## config.mk

```make
export PLATFORM = sky130hd
export DESIGN_NAME = mem_port_arbiter
export DESIGN_NICKNAME = d
export VERILOG_FILES = /design/src/rtl/mem_port_arbiter_pkg.sv /design/src/rtl/mem_lane_align.sv /design/src/rtl/mem_port_arbiter.sv
export SDC_FILE = /design/constraint.sdc
export NUM_CORES = 1
export LEC_CHECK = 0
export CAP_MARGIN = 20
export CORE_ASPECT_RATIO = 1.2
export CORE_MARGIN = 10
export CORE_UTILIZATION = 34
export DETAILED_ROUTE_END_ITERATION = 16
export DONT_BUFFER_PORTS = 1
export SYNTH_ARGS = -nofsm -noshare
export SYNTH_HDL_FRONTEND = slang
export SYNTH_SLANG_ARGS = --single-unit
```

## constraint.sdc

```tcl
create_clock -name clk -period 4.97 [get_ports clk]
set_input_delay 0.497 -clock clk [delete_from_list [all_inputs] [get_ports clk]]
set_output_delay 0.497 -clock clk [all_outputs]
set_load 0.03 [all_outputs]
```

## src/rtl/mem_port_arbiter_pkg.sv

```systemverilog
// Shared encodings for the memory-port arbiter: FSM states and store-width masks.
package mem_port_arbiter_pkg;

  typedef enum logic [1:0] {
    ARB_IDLE  = 2'd0,
    ARB_FETCH = 2'd1,
    ARB_DATA  = 2'd2,
    ARB_RESP  = 2'd3
  } arb_state_t;

  localparam logic [3:0] MASK_BYTE = 4'b0001;
  localparam logic [3:0] MASK_HALF = 4'b0011;
  localparam logic [3:0] MASK_WORD = 4'b1111;

endpackage

```

## src/rtl/mem_lane_align.sv

```systemverilog
// Combinational byte-lane alignment of store enables/data plus misalignment detect.
module mem_lane_align
  import mem_port_arbiter_pkg::*;
(
  input  logic        we,
  input  logic [3:0]  mask,
  input  logic [1:0]  addr_lo,
  input  logic [31:0] wdata,
  output logic [3:0]  be,
  output logic [31:0] wdata_aligned,
  output logic        misalign
);

  // Enables past lane 3 fall off the top; misaligned requests keep only the in-word lanes.
  assign be            = we ? 4'(mask << addr_lo) : 4'b1111;
  assign wdata_aligned = wdata << {addr_lo, 3'b000};
  assign misalign      = ((mask == MASK_WORD) && (addr_lo != 2'b00)) ||
                         ((mask == MASK_HALF) && addr_lo[0]);

endmodule

```

## src/rtl/mem_port_arbiter.sv

```systemverilog
// Fetch vs load/store arbiter for one synchronous memory port, data priority with starvation guard.
// Optional MEM_PORT_ARB_MISALIGN_EN: misaligned data requests complete at once with d_err.
module mem_port_arbiter
  import mem_port_arbiter_pkg::*;
#(
  parameter int STARVE_LIMIT = 4,
  parameter int CNT_W        = 4
) (
  input  logic        clk,
  input  logic        rst_n,
  input  logic        if_req,
  input  logic [31:0] if_addr,
  output logic        if_ack,
  output logic [31:0] if_rdata,
  input  logic        d_req,
  input  logic        d_we,
  input  logic [3:0]  d_mask,
  input  logic [31:0] d_addr,
  input  logic [31:0] d_wdata,
  output logic        d_ack,
  output logic [31:0] d_rdata,
  output logic        d_err,
  output logic        mem_req,
  output logic        mem_we,
  output logic [31:0] mem_addr,
  output logic [3:0]  mem_be,
  output logic [31:0] mem_wdata,
  input  logic        mem_ack,
  input  logic [31:0] mem_rdata
);

  localparam logic [CNT_W-1:0] LIMIT      = CNT_W'(STARVE_LIMIT);
  localparam logic [CNT_W-1:0] STREAK_MAX = '1;

  arb_state_t       state_q, state_d;
  logic [CNT_W-1:0] streak_q, streak_d;
  logic             grant_f, grant_d;
  logic             skip;
  logic [3:0]       al_be;
  logic [31:0]      al_wdata;
  logic             misalign;

  mem_lane_align u_align (
    .we            (d_we),
    .mask          (d_mask),
    .addr_lo       (d_addr[1:0]),
    .wdata         (d_wdata),
    .be            (al_be),
    .wdata_aligned (al_wdata),
    .misalign      (misalign)
  );

`ifdef MEM_PORT_ARB_MISALIGN_EN
  logic d_err_q;
  logic unused_bits;
  assign skip        = misalign;
  assign d_err       = d_err_q;
  assign unused_bits = ^if_addr[1:0];

  always_ff @(posedge clk or negedge rst_n) begin
    if (!rst_n) d_err_q <= 1'b0;
    else        d_err_q <= grant_d && skip;
  end
`else
  logic unused_bits;
  assign skip        = 1'b0;
  assign d_err       = 1'b0;
  assign unused_bits = ^{if_addr[1:0], misalign};
`endif

  always_comb begin
    // NOTE: every output of this block gets a default first so no path leaves it unassigned (no latch).
    state_d  = state_q;
    streak_d = streak_q;
    grant_f  = 1'b0;
    grant_d  = 1'b0;
    unique case (state_q)
      ARB_IDLE: begin
        if (d_req && (!if_req || (streak_q < LIMIT))) begin
          grant_d = 1'b1;
          state_d = skip ? ARB_RESP : ARB_DATA;
          // The streak only counts data grants that made a pending fetch wait.
          if (!if_req)                  streak_d = '0;
          else if (streak_q != STREAK_MAX) streak_d = streak_q + CNT_W'(1);
        end else if (if_req) begin
          grant_f  = 1'b1;
          state_d  = ARB_FETCH;
          streak_d = '0;
        end else begin
          streak_d = '0;
        end
      end
      ARB_FETCH, ARB_DATA: if (mem_ack) state_d = ARB_RESP;
      ARB_RESP:            state_d = ARB_IDLE;
      default:             state_d = ARB_IDLE;
    endcase
  end

  // NOTE: all state uses non-blocking assignment; every register, including the
  // captured read data, is cleared by the async reset so an aborted access leaves no residue.
  always_ff @(posedge clk or negedge rst_n) begin
    if (!rst_n) begin
      state_q   <= ARB_IDLE;
      streak_q  <= '0;
      if_ack    <= 1'b0;
      d_ack     <= 1'b0;
      if_rdata  <= '0;
      d_rdata   <= '0;
      mem_req   <= 1'b0;
      mem_we    <= 1'b0;
      mem_addr  <= '0;
      mem_be    <= '0;
      mem_wdata <= '0;
    end else begin
      state_q  <= state_d;
      streak_q <= streak_d;
      if_ack   <= 1'b0;
      d_ack    <= 1'b0;

      if (grant_f) begin
        mem_req   <= 1'b1;
        mem_we    <= 1'b0;
        mem_addr  <= {if_addr[31:2], 2'b00};
        mem_be    <= 4'b1111;
        mem_wdata <= '0;
      end else if (grant_d) begin
        if (skip) begin
          d_ack <= 1'b1;
        end else begin
          mem_req   <= 1'b1;
          mem_we    <= d_we;
          mem_addr  <= {d_addr[31:2], 2'b00};
          mem_be    <= al_be;
          mem_wdata <= al_wdata;
        end
      end

      if (mem_ack && ((state_q == ARB_FETCH) || (state_q == ARB_DATA))) begin
        mem_req <= 1'b0;
        mem_we  <= 1'b0;
        if (state_q == ARB_FETCH) begin
          if_rdata <= mem_rdata;
          if_ack   <= 1'b1;
        end else begin
          d_rdata <= mem_rdata;
          d_ack   <= 1'b1;
        end
      end
    end
  end

endmodule

```

---- Word level (Yosys, flattened, before mapping) ----
Index checks and enable logic that the tools add are counted.
operators by class
  equality and inequality tests ........... 7
  magnitude comparators ................... 1
  shift operators ......................... 2
  $add $sub $neg .......................... 1
  reduce and logical (&&, ||, !) cells .... 13
  divide/modulo/power cells ............... 0
  multipliers ............................. 0
  mux-type cells .......................... 29
  bitwise gates (word level) .............. 1
operator list
  cell                                                                           count
  32-bit 2-to-1 mux                                                              4
  32-bit by 5-bit left shift with 32-bit output                                  1
  4-bit 2-to-1 mux                                                               6
  1-bit 2-to-1 mux                                                               15
  2-bit AND reduction                                                            4
  2-bit 2-to-1 mux                                                               3
  2-bit case mux with 3 select lines                                             1
  4-bit by 1-bit adder with 4-bit output (second input constant)                 1
  2-bit equality test (second input constant)                                    2
  4-bit by 3-bit less-than comparator with 1-bit output (second input constant)  1
  4-bit != test (second input constant)                                          1
  4-bit by 2-bit left shift with 4-bit output                                    1
  3-bit by 2-bit != test with 1-bit output (second input constant)               1
  3-bit != test (second input constant)                                          1
  3-bit nonzero test                                                             1
  2-bit by 1-bit equality test with 1-bit output (second input constant)         1
  1-bit logical AND                                                              2
  2-bit logical NOT                                                              1
  1-bit logical OR                                                               2
  2-bit != test (second input constant)                                          1
  2-bit nonzero test                                                             1
  2-bit OR reduction                                                             1
  1-bit logical NOT                                                              1
  1-bit NOT                                                                      1
storage, ports and cells
  bits in latches ......................... 0
  input bits .............................. 138
  output and inout port bits .............. 137
  register bits ........................... 142
  bits in writable memories ............... 0
  memories ................................ 0
  logic and storage cells ................. 65
  ROM bits ................................ 0

---- Logic depth before layout (Yosys ltp) ----
  depth after elaboration ................. 8
  gate-level depth with buffers ........... 7
  mapped depth without buffers ............ 6

---- By module ----
A second synthesis with hierarchy kept.
second synthesis, totals
  cell total of the unflattened synthesis .. 556
  area total of the unflattened synthesis .. 6,204.7 um^2
by module, submodules not included
  module            cells each  sequential area each (um^2)  instances  area each (um^2)
  mem_port_arbiter  477         3,503.4                      1          5,557.8
  mem_lane_align    79          0.0                          1          646.9

---- Worst setup path after synthesis ----
Ideal clock, no wire load.
  path kind ............................... reg2reg
  from .................................... register state_q[0]
  to ...................................... register d_rdata[0]
  buffers on the path ..................... 2
  setup time .............................. 125 ps
  data required time ...................... 4,845 ps
  data arrival time ....................... 1,590 ps
  cell stages (with the launch flop) ...... 8
  period minus slack after synthesis ...... 1,715 ps
  slack ................................... 3,255 ps
  cells stage by stage .................... dfrtp_1 > inv_1 > ha_1 > nand2_1 > or2_1 > clkbuf_1 > buf_6 > mux2_4
on the way
  word-level cells in the longest chain between the ends .. 4
  elaborated cells between the ends (all ways) .. 6
  classes of those cells .................. eq/ne (2); bitwise (1); reduce/logical (3)
RTL lines
  element                                                                                line                                              RTL
  start: declaration                                                                     mem_port_arbiter.sv:35                            arb_state_t state_q, state_d;
  start signal: assignment                                                               mem_port_arbiter.sv:115                           state_q <= state_d;
  2-bit by 1-bit equality test with 1-bit output or 2-bit equality test (tied branches)  mem_port_arbiter.sv:138, mem_port_arbiter.sv:141
  1-bit logical OR                                                                       mem_port_arbiter.sv:138                           if (mem_ack && ((state_q == ARB_FETCH) || (state_q == ARB_DATA))) begin
  1-bit logical AND                                                                      mem_port_arbiter.sv:138
  2-bit AND reduction (no source line) (*)                                               -
  end signal: assignment                                                                 mem_port_arbiter.sv:145                           d_rdata <= mem_rdata;
  end: declaration                                                                       mem_port_arbiter.sv:21                            output logic [31:0] d_rdata,
Mark *: on every way between the ends. The rest lies on a longest branch, timed or not.
A chain may end at the register's enable or synchronous reset.

---- Final worst setup path ----
  from .................................... register state_q[1]
  to ...................................... register mem_be[3]
on the way
  word-level cells in the longest chain between the ends .. 3
  elaborated cells between the ends (all ways) .. 5
  classes of those cells .................. mux (3); reduce/logical (2)
RTL lines
  element                                                 line                     RTL
  2-bit logical NOT (*)                                   mem_port_arbiter.sv:77   unique case (state_q)
  1-bit 2-to-1 mux                                        mem_port_arbiter.sv:77
  4-bit 2-to-1 mux or 2-bit nonzero test (tied branches)  -
  end signal: assignment                                  mem_port_arbiter.sv:133  mem_be <= al_be;
  end: declaration                                        mem_port_arbiter.sv:26   output logic [3:0] mem_be,
Marks and branches as above.

==> impl_metrics.py <==
metrics = {
    "run_status": {
        "violations": "hold timing",
        "outcome": "complete, but fails checks",
    },
    "timing": {
        "max-slew-margin-rel": 0.287,
        "hold_viol_final": 6,
        "fmax_mhz": 391,
        "tns_ns": 0,
        "slew_viol_final": 0,
        "min_period_over_period": 0.514,
        "whs_ns": -0.0246,
        "fin_ws_ns": 2.41,
        "min_period_ns": 2.56,
        "rsz0062_at_grt": "false",
        "tightest_slew_ns": 1.07,
        "setup_viol": 0,
        "clock_skew_ns": 0.00852,
    },
    "detailed_routing": {
        "drtIter0Drc": 233,
        "routed_wl_um": 19300,
        "antenna_left": 0,
        "avgViaCountPerCell": 5.56,
        "firstDrtPassIters": 4,
        "vias": 4288,
        "wl_per_cell_um": 25.0,
        "drc": 0,
    },
    "worst_setup_path": {
        "worstSetupPathType": "reg2reg",
        "critical_path.startpoint_type": "register",
        "cp_max_fo": 43,
        "crit_path_start": "state_q[1]",
        "rrSetupSlack_ns": 2.41,
        "endpoint": "mem_be[3]",
        "crit_chain": "inv_1 > ha_2 > buf_4 > nand2_1 > nor2_1 > o32a_1",
        "arrival_ns": 2.90,
        "rr_endpoint": "mem_be[3]",
        "rr_worst_depth": 6,
        "slowest_stage": "nand2_1",
        "cp_num_cells": 6,
        "cp_top_family": "simple AND/OR/NAND/NOR gates",
        "path_buf_inv": 2,
        "cp_slowest_stage_delay_ns": 0.69,
        "r2r_start": "state_q[1]",
        "required_ns": 5.31,
        "crit_path_end_kind": "register",
    },
    "cells_and_area": {
        "syn2layout_area_growth_pct": 10.6,
        "seq_area_um2": 3500,
        "drive_gt1_frac": 0.266,
        "fill_cells": 1829,
        "stdcell_count": 771,
        "layout.nets": 643,
        "multiInputGateArea_um2": 2790,
        "num_antenna_cells": 0,
    },
    "floorplanning": {
        "rows": 55,
        "fp.dieArea_um2": 25500,
        "die_w_um": 147,
        "die_y_um": 173,
        "coreArea_um2": 19000,
        "ios": 275,
        "start_util": 0.349,
    },
    "global_routing": {
        "antenna_found_initial": 0,
        "grt-ovfl-total": 0,
        "grt_util_met1": 0.147,
        "grt_max_degree": 141,
        "grt.busiest_layer": "met2",
        "grtUsageMet2": 0.260,
        "grt_pass1_wl_um": 29200,
        "grt_pass1_vias": 4531,
        "grt_use_total": 0.147,
        "use_met3": 0.0682,
    },
    "pwr": {
        "p_leak_nw": 3.12,
        "p_sw_mw": 2.70,
        "seqPwrFrac": 0.530,
        "total_power_mw": 5.92,
        "ir_drop_v": 0.000346,
        "power_switching_share": 0.456,
        "combPwrFrac": 0.244,
        "p_clk_frac": 0.226,
        "p_int_mw": 3.22,
        "power_density_nw_per_um2": 807,
    },
    "placement": {
        "dpl.cell_count": 738,
        "dp_slack_ns": 2.37,
        "gp_congestion": 0.770,
        "dp.final_hpwl_um": 14200,
        "io_buffer_count": 0,
    },
    "yosys": {
        "ys_seq_elements": 140,
        "syn_inst": 525,
        "avgSynthCellArea_um2": 12.6,
        "ys_types": 39,
        "ys_warn_count": 0,
        "seq_area_frac_synth": 0.528,
        "syn_area_um2": 6630,
    },
    "cts": {
        "cts_tree": "built",
        "cts_made_buffers": 17,
        "post_cts_resized": 0,
        "cts_setup_buffers": 0,
        "cts_max_path_buffers": 2,
        "cts_root_buf": "clkbuf_16",
        "h-tree-depth": 4,
        "cts_sinks": 140,
        "clk_pin_slew_ns": 0.07,
        "hold_buffers": 1,
        "insertion_delay_ns": 0.41,
    },
    "flow_run": {
        "drv_cap": 0,
    },
    "min_path": {
        "hold_path_class": "in2async",
    },
}
## worst min path at each step
stage,startpoint,end,slack (ns),depth (start not counted)
5_1_grt,rst_n,mem_addr[8],0.11,1
3_5_place_dp,rst_n,mem_addr[15],0.20,0
6_report,rst_n,mem_addr[16],-0.02,1
4_1_cts,rst_n,mem_addr[15],0.08,1
2_1_floorplan,rst_n,d_ack,0.20,0
3_3_place_gp,rst_n,mem_addr[16],0.21,0
## power by group through the flow
stage	Clock, mW	Combinational [mW]	Sequential, mW
4_1_cts	1.37	1.47	3.17
5_1_grt	1.42	1.58	3.22
3_5_place_dp	0	1.44	3.19
3_3_place_gp	0	1.37	3.18
2_1_floorplan	0	1.28	2.96
6_report	1.34	1.44	3.14
## cell families (layout without fill, tap and decap cells)
group / after synthesis / after routing / share of synthesized area
AOI/OAI and AO/OA: 152 / 152 / 0.193
adders and majority gates: 3 / 3 / 0.00566
buffers and inverters: 58 / 46 / 0.0534
DFF: 140 / 140 / 0.528
muxes: 92 / 92 / 0.168
other: 1 / 3 / 0.000566
and+or+nand+nor: 79 / 79 / 0.0511
## layer usage
layer  vias up  wire, µm
met2       185     10400
li1       1872         -
met1      2210      6640
met5         -         0
met4         0       338
met3        21      1940
## cell usage in the layout, fill, tap and decap left out, types with 2 or more instances in the layout
cell type,instances
dfrtp_1,140
o21ai_0,43
nor2_1,35
mux2_2,35
a21oi_1,31
a41oi_2,30
mux2_4,30
nand2_1,29
mux2i_1,27
a22o_1,17
clkbuf_16,17
o2bb2ai_1,9
inv_1,8
a32o_1,8
buf_4,5
nand3_1,4
inv_6,4
o21a_1,3
o32a_1,3
nor2b_1,3
conb_1,3
bufinv_16,3
and2_1,2
o22ai_1,2
ha_1,2
clkinvlp_4,2
inv_8,2
clkinv_4,2
## metrics by stage
stage,area (µm²),util
detailed placement,6690,0.352
global route,7340,0.386
finish,7340,0.386
CTS,7340,0.386
global placement,6690,0.352
floorplan,6640,-
## flip-flops by register name (all words and copies together), names as in the netlist
name / cells
state_q: 2
streak_q: 4
if_ack: 1
d_ack: 1
mem_addr: 30
if_rdata: 32
d_rdata: 32
mem_be: 4
mem_wdata: 32
mem_we: 1
mem_req: 1
## Yosys cell counts, drive strengths merged
master	instances	share of area
a22o	17	0.022
o21ai	44	0.033
or3b	1	0.0013
a32o	8	0.012
a41oi	30	0.074
inv	8	0.0045
o22a	1	0.0013
clkbuf	13	0.0074
dfrtp	140	0.53
o22ai	2	0.0019
mux2	65	0.13
nand3	4	0.0030
o2bb2ai	9	0.012
buf	37	0.042
nor2	35	0.020
and2	2	0.0019
o31ai	1	0.0011
a21oi	31	0.023
and3	1	0.00094
a221oi	1	0.0013
nand2	29	0.016
nor2b	3	0.0028
a21o	1	0.0011
conb	1	0.00057
a2bb2oi	1	0.0013
o32a	3	0.0045
ha	3	0.0057
nor3b	2	0.0030
nand2b	1	0.00094
o21a	3	0.0034
mux2i	27	0.041
or2	1	0.00094
## worst reg2reg max path, cell delays in order, from the launching register on
cell	delay (ns)
dfrtp_1	0.36
inv_1	0.09
ha_2	0.17
buf_4	0.51
nand2_1	0.70
nor2_1	0.44
o32a_1	0.22
## final cells by class
type / count / share of cell area
sequential: 140 / 0.478
clock buffer: 19 / 0.0604
timing repair buffer: 6 / 0.00887
tap: 256 / 0.0437
clock inverter: 13 / 0.0246
multi-input combinational: 329 / 0.381
inverter: 8 / 0.00409
Power figures use the tool's default switching activity.
